### src/rtl/fir_pkg.sv
// Shared definitions for the FIR coefficient loader.
//   SLOT_W      : width of one coefficient slot in the packed output bus
//   fir_state_e : loader FSM state encoding
//   sext_word   : sign-extend the low 'cw' bits of a slot-wide word
// Optional feature macro: FIR_COEF_LOADER_CHECKSUM_EN (adds the CHECK state).
package fir_pkg;

  localparam int unsigned SLOT_W = 16;

  typedef enum logic [1:0] {
    ST_IDLE   = 2'd0,
    ST_LOAD   = 2'd1,
`ifdef FIR_COEF_LOADER_CHECKSUM_EN
    ST_CHECK  = 2'd2,
`endif
    ST_COMMIT = 2'd3
  } fir_state_e;

  // Bits at or above cw are replaced by bit cw-1 (cw in 1..SLOT_W).
  function automatic logic [SLOT_W-1:0] sext_word(input logic [SLOT_W-1:0] w,
                                                  input int unsigned       cw);
    logic [SLOT_W-1:0] r;
    r = '0;
    for (int unsigned b = 0; b < SLOT_W; b++) begin
      r[b] = (b < cw) ? w[b] : w[cw-1];
    end
    return r;
  endfunction

endpackage

### src/rtl/fir_coef_loader.sv
// FIR coefficient loader: collects a set of TAPS coefficient words into a
// shadow register file over a valid/ready stream, then swaps the whole set
// into the active output bus in a single cycle so consumers never observe a
// partially updated set.
//
// Ports
//   clk, rst_n    : clock, asynchronous active-low reset
//   s_valid/ready : word handshake (transfer when both high at rising edge)
//   s_data        : coefficient word, significant bits [CWIDTH-1:0]
//   s_first       : word is index 0 of a new set
//   coefs         : active set, index i at slot (TAPS-1-i)
//   coefs_valid   : sticky, set by the first commit after reset
//   load_done     : one-cycle pulse when a set commits
//   load_err      : one-cycle pulse when a word or partial set is dropped
//
// Optional feature macro: FIR_COEF_LOADER_CHECKSUM_EN
//   When defined, each set is followed by one checksum word that must equal
//   the XOR of the TAPS raw data words; a mismatch drops the set.
module fir_coef_loader
  import fir_pkg::*;
#(
  parameter int unsigned TAPS   = 3,
  parameter int unsigned CWIDTH = 16
) (
  input  logic                     clk,
  input  logic                     rst_n,
  input  logic                     s_valid,
  output logic                     s_ready,
  input  logic [SLOT_W-1:0]        s_data,
  input  logic                     s_first,
  output logic [TAPS*SLOT_W-1:0]   coefs,
  output logic                     coefs_valid,
  output logic                     load_done,
  output logic                     load_err
);

  localparam int unsigned CNT_W = $clog2(TAPS + 1);
  localparam logic [CNT_W-1:0] CNT_ONE  = CNT_W'(1);
  localparam logic [CNT_W-1:0] CNT_LAST = CNT_W'(TAPS - 1);

  // State entered once the final coefficient word of a set is taken.
`ifdef FIR_COEF_LOADER_CHECKSUM_EN
  localparam fir_state_e ST_FULL = ST_CHECK;
`else
  localparam fir_state_e ST_FULL = ST_COMMIT;
`endif

  fir_state_e            state_q, state_d;
  logic [CNT_W-1:0]      count_q, count_d;
  logic [SLOT_W-1:0]     shadow_q [TAPS];
  logic [TAPS*SLOT_W-1:0] coefs_q;
  logic [TAPS*SLOT_W-1:0] shadow_flat;
  logic                  coefs_valid_q;
  logic                  load_done_q, load_done_d;
  logic                  load_err_q, load_err_d;
  logic                  s_ready_q;
`ifdef FIR_COEF_LOADER_CHECKSUM_EN
  logic [SLOT_W-1:0]     xor_q, xor_d;
`endif

  logic                  hs_c;
  logic                  shadow_we_c;
  logic [CNT_W-1:0]      shadow_idx_c;
  logic [SLOT_W-1:0]     word_ext_c;

  assign hs_c       = s_valid & s_ready_q;
  assign word_ext_c = sext_word(s_data, CWIDTH);

  // Next-state, shadow write control and pulse generation.
  always_comb begin
    state_d      = state_q;
    count_d      = count_q;
    load_done_d  = 1'b0;
    load_err_d   = 1'b0;
    shadow_we_c  = 1'b0;
    shadow_idx_c = '0;
`ifdef FIR_COEF_LOADER_CHECKSUM_EN
    xor_d        = xor_q;
`endif

    case (state_q)
      ST_IDLE: begin
        if (hs_c) begin
          if (s_first) begin
            shadow_we_c = 1'b1;
            count_d     = CNT_ONE;
            state_d     = (TAPS == 1) ? ST_FULL : ST_LOAD;
`ifdef FIR_COEF_LOADER_CHECKSUM_EN
            xor_d       = s_data;
`endif
          end else begin
            load_err_d = 1'b1;
          end
        end
      end

      ST_LOAD: begin
        if (hs_c) begin
          if (s_first) begin
            // New set preempts the partial one.
            load_err_d  = 1'b1;
            shadow_we_c = 1'b1;
            count_d     = CNT_ONE;
            state_d     = (TAPS == 1) ? ST_FULL : ST_LOAD;
`ifdef FIR_COEF_LOADER_CHECKSUM_EN
            xor_d       = s_data;
`endif
          end else begin
            shadow_we_c  = 1'b1;
            shadow_idx_c = count_q;
            count_d      = count_q + CNT_ONE;
`ifdef FIR_COEF_LOADER_CHECKSUM_EN
            xor_d        = xor_q ^ s_data;
`endif
            if (count_q == CNT_LAST) begin
              state_d = ST_FULL;
            end
          end
        end
      end

`ifdef FIR_COEF_LOADER_CHECKSUM_EN
      ST_CHECK: begin
        if (hs_c) begin
          if (s_first) begin
            load_err_d  = 1'b1;
            shadow_we_c = 1'b1;
            count_d     = CNT_ONE;
            xor_d       = s_data;
            state_d     = (TAPS == 1) ? ST_FULL : ST_LOAD;
          end else if (s_data == xor_q) begin
            state_d = ST_COMMIT;
          end else begin
            load_err_d = 1'b1;
            count_d    = '0;
            state_d    = ST_IDLE;
          end
        end
      end
`endif

      ST_COMMIT: begin
        load_done_d = 1'b1;
        count_d     = '0;
        state_d     = ST_IDLE;
      end

      default: begin
        count_d = '0;
        state_d = ST_IDLE;
      end
    endcase
  end

  // Slot i of the shadow file lands at bus slot TAPS-1-i.
  always_comb begin
    shadow_flat = '0;
    for (int unsigned i = 0; i < TAPS; i++) begin
      shadow_flat[(TAPS-1-i)*SLOT_W +: SLOT_W] = shadow_q[i];
    end
  end

  // Control state and output flops.
  always_ff @(posedge clk or negedge rst_n) begin
    if (!rst_n) begin
      state_q       <= ST_IDLE;
      count_q       <= '0;
      coefs_q       <= '0;
      coefs_valid_q <= 1'b0;
      load_done_q   <= 1'b0;
      load_err_q    <= 1'b0;
      s_ready_q     <= 1'b1;
`ifdef FIR_COEF_LOADER_CHECKSUM_EN
      xor_q         <= '0;
`endif
    end else begin
      state_q     <= state_d;
      count_q     <= count_d;
      load_done_q <= load_done_d;
      load_err_q  <= load_err_d;
      // Ready mirrors the next state so it is valid straight out of a flop.
      s_ready_q   <= (state_d != ST_COMMIT);
`ifdef FIR_COEF_LOADER_CHECKSUM_EN
      xor_q       <= xor_d;
`endif
      if (state_q == ST_COMMIT) begin
        coefs_q       <= shadow_flat;
        coefs_valid_q <= 1'b1;
      end
    end
  end

  // Shadow register file.
  always_ff @(posedge clk or negedge rst_n) begin
    if (!rst_n) begin
      for (int unsigned i = 0; i < TAPS; i++) begin
        shadow_q[i] <= '0;
      end
    end else begin
      for (int unsigned i = 0; i < TAPS; i++) begin
        if (shadow_we_c && (shadow_idx_c == CNT_W'(i))) begin
          shadow_q[i] <= word_ext_c;
        end
      end
    end
  end

  assign s_ready     = s_ready_q;
  assign coefs       = coefs_q;
  assign coefs_valid = coefs_valid_q;
  assign load_done   = load_done_q;
  assign load_err    = load_err_q;

endmodule

### config.mk
export PLATFORM = sky130hd
export DESIGN_NAME = fir_coef_loader
export DESIGN_NICKNAME = d
export VERILOG_FILES = /design/src/rtl/fir_pkg.sv /design/src/rtl/fir_coef_loader.sv
export SDC_FILE = /design/constraint.sdc
export NUM_CORES = 1
export LEC_CHECK = 0
export CAP_MARGIN = 25
export CORE_UTILIZATION = 40
export DETAILED_ROUTE_END_ITERATION = 10
export DONT_BUFFER_PORTS = 1
export GPL_TIMING_DRIVEN = 0
export SLEW_MARGIN = 15
export SYNTH_ARGS = -nofsm -noshare
export SYNTH_HDL_FRONTEND = slang
export SYNTH_SLANG_ARGS = --single-unit
### constraint.sdc
create_clock -name clk -period 2.5 [get_ports clk]
set_input_delay 0.5 -clock clk [delete_from_list [all_inputs] [get_ports clk]]
set_output_delay 0.5 -clock clk [all_outputs]
set_load 0.01 [all_outputs]
==> impl_summary.md <==
Die
During I/O placement, the number of pins put on the boundary was between 70 and 80. The floorplan step defined a die boundary enclosing between 10000 and 15000 um^2. Once the floorplan was initialized, standard cells occupied about two fifths of the core. After floorplanning, the core was divided into 36 placement rows.

After floorplanning, the core was sized to cover approximately 10000 um^2. The chip width is 102.4 um. The height of the die is roughly 100 um.

Setup path
The number of cells on the worst reg-to-reg path is 5. The type of element launching the critical path is a flop. The most critical setup path has its startpoint at state_q[0]$_DFF_PN0_. The worst register-to-register path begins at state_q[0]$_DFF_PN0_. Data on the critical path arrives at its endpoint at 2020 ps. The end of the worst register-to-register path is shadow_flat[44]$_DFFE_PN0P_.

The setup slack on the worst flop-to-flop path is approximately 710 ps. The kind of end point of the critical path is a flop. The worst setup path category is flop to flop. The data required time at the worst endpoint is ~2700 ps. The highest fanout seen on the critical path is 10. The endpoint of the worst setup timing path is shadow_flat[44]$_DFFE_PN0P_.

Place
The number of placed instances, taps included, is 370. Once placement finished, the instance area stood at ~4200 um^2. The final HPWL from detailed placement is approximately 4600 um. During placement, the flow inserted port buffers numbering 0. The routability congestion estimate from global placement is 0.7591.

Finish
The synthesis-to-layout area growth is 9.497%. The final standard cell utilization of the core is 45.16%. The repair_antennas step left the layout with diodes totalling 0. The summed area of non-filler cells in the final layout is about 4400 um^2.

The count of non-filler cells in the finished layout is between 300 and 400. The layout filler cell count is between 800 and 900. For this run, the post-layout net count is ~270. Cells with a size suffix above 1 make up 48.62% of the layout.

Pwr
The peak supply drop is between 0.3 and 0.4 mV. The sequential cell fraction of total power is slightly below 60%. The clock share of power is 22.5%. The switching part of the total is between 20% and 30%. The net switching power is between 1000 and 1500 uW. Cell internal power was estimated by the tool at 3538 uW.

The static power due to leakage is around 0.0021 uW. In this run the power density over the cells is 1111 nW/um^2. The combinational share of power is approximately a fifth.

Routing
After detailed routing, the number of vias per cell comes to 5.018. The number of remaining DRC errors is 0. The uppermost layer routed is met4.

The length of routed met2 wiring is ~3300 um. Detailed routing placed a total of 340 um of wire on met3. The wire length after detailed routing is ~7000 um. For this block, the via count after detailed routing is roughly 1900. The antenna violation net count after detailed routing is 0. The wire length on met1 is 3356 um. The first detailed-routing pass took 4 iterations. The initial DRC count is between 50 and 60. After detailed routing, the average wire length per cell comes to between 15 and 20 um.

STA
The post-route worst hold slack is -172.7 ps. The actual transition at the worst max-transition pin is roughly 460 ps. The final number of max-transition violations was 0.

The setup skew after layout is about 8.5 ps. After routing, the total negative slack on setup checks comes to 0 ps. The number of hold violations in the final report came to 103.

Of the available clock period, the critical path in the final layout requires slightly above 70%. Setup repair after global routing left no endpoint under its margin. The maximum achievable frequency is between 500 and 600 MHz.

The final count of negative-setup-slack endpoints is 0. The worst pin sits at a relative slew slack of ~69%. The routed design could run at a clock period as short as ~1800 ps.

Min path
The path class of the tightest hold or removal check is primary input to asynchronous set/reset pin.

Clock tree
The clock tree buffer depth is 2. The tree is rooted in a sky130_fd_sc_hd__clkbuf_8. The CTS tree is built. Once the clock tree was built, the setup fixing pass inserted 0 buffers. Gates resized during post-CTS repair numbered 0. The number of H-tree branching levels is 3. The clock slew seen by the registers of the worst setup and hold paths is approximately 90 ps.

Clock tree synthesis found a total of ~100 sinks. The clock buffer count from CTS is 9. The insertion delay to the later sink of the worst-skew pair is ~360 ps.

Logic synthesis
The largest area contributor in the netlist is sky130_fd_sc_hd__dfrtp_1. The number of different library cells in the post-synthesis netlist is 27. Sequential cells were found to cover 64.59% of the synthesized design area.

Ranked by total cell area, the synthesized netlist is headed by sky130_fd_sc_hd__dfrtp_1 64%, sky130_fd_sc_hd__mux2_2 20%, sky130_fd_sc_hd__mux2_4 7.4%. The summed instance area of the synthesized netlist is slightly above 4000 um^2. Among all cell types in the netlist, the one instantiated most often is sky130_fd_sc_hd__dfrtp_1. The Yosys step of the flow raised 0 warnings.

The leading register cell type out of synthesis is sky130_fd_sc_hd__dfrtp_1. The number of enable-type register cells in the synthesized netlist is 0. The average instance in the mapped netlist occupies approximately 17 um^2. The top cell type by area accounts for 63.94% of the synthesized area. Synthesis produced between 200 and 250 cells. Synthesis inferred about 100 register bits.

Sorting the synthesized cells by how often they occur yields 103 x sky130_fd_sc_hd__dfrtp_1, 72 x sky130_fd_sc_hd__mux2_2, 20 x sky130_fd_sc_hd__mux2_4. The async set-reset flop share out of synthesis is between 90% and 100%. The number of nets in the synthesized netlist is about 260.

GRT
Entering global routing, the biggest net connects around 110 pins. The overall fraction of global-route tracks in use is 14.87%. The via count of the first global-routing pass is roughly 1900.

The first-pass GRT wire length is roughly 11000 um. The total overflow left after global routing is 0. The number of antenna violations at the first check in global routing was 0.

Status
The flow ran to the end, but the final reports show violations. The final reports fail on hold timing.

Run
The number of max-cap violations is 0.
## cell families (layout without fill, tap and decap cells)
group           after synthesis  after routing  synth area share (%)
fa+ha+maj                     1              1                0.3103
mux                          96             96                 28.68
buf+inv                      14             30                 2.234
flops                       104            104                 64.59
compound gates                6              6                 1.024
simple gates                 16             16                 3.166
## registers in the layout, summed over array words and instances, names as in the netlist
name,flops
count_q,2
state_q,2
s_ready,1
coefs_valid,1
load_err,1
load_done,1
shadow_flat,48
coefs,48
## cell type report
class	instances	area, um^2	share of cell area (%)
Buffer	10	75.07	1.701
Tap cell	133	166.4	3.770
Clock inverter	4	51.30	1.162
Inverter	4	15.01	0.3401
Clock buffer	12	165.2	3.741
Sequential cell	104	2604	58.99
Multi-Input combinational cell	119	1338	30.30
## layout by cell type (no fill, tap or decap), drive strengths merged, types with 2 or more instances in the layout
cell    instances
buf            10
clkinv          2
o21ai           2
mux2           96
dfrtp         103
nand2           3
clkbuf         12
nand2b          2
nor2            2
nand4           2
nand4b          2
inv             4
## power by group through the flow
| stage | Sequential [uW] | Combinational [uW] | Clock (uW) |
|---|---|---|---|
| floorplan | 2750 | 867 | 0 |
| global placement | 2860 | 942 | 0 |
| detailed placement | 2890 | 975 | 0 |
| CTS | 2850 | 979 | 1150 |
| global route | 2930 | 1050 | 1220 |
| finish | 2840 | 963 | 1110 |
## stage by stage
stage	setup slack, ps	power, uW
floorplan	891.2	3617
global placement	726.0	3805
detailed placement	691.4	3862
CTS	688.8	4977
global route	551.3	5205
finish	713.5	4903
## layer usage
metal	up-vias	track usage (%)
li1	855	-
met1	1032	20.15
met2	38	21.99
met3	12	4.104
met4	0	7.253
met5	-	0
## worst max-delay path, cell delays in order, from the launching register on
cell and delay, ps:
sky130_fd_sc_hd__dfrtp_1 360, sky130_fd_sc_hd__buf_2 160, sky130_fd_sc_hd__nor3b_1 160, sky130_fd_sc_hd__o21ai_2 390
sky130_fd_sc_hd__buf_6 250, sky130_fd_sc_hd__mux2_1 350
## worst min-delay path by stage
stage,depth (start not counted),from,to
after floorplan,0,rst_n,coefs[0]$_DFFE_PN0P_
after CTS,0,rst_n,coefs[25]$_DFFE_PN0P_
after global placement,0,rst_n,coefs[25]$_DFFE_PN0P_
after detailed placement,0,rst_n,coefs[25]$_DFFE_PN0P_
after global routing,0,rst_n,coefs[46]$_DFFE_PN0P_
final,0,rst_n,coefs[24]$_DFFE_PN0P_
Note: power is estimated with default switching activity, not from simulation.
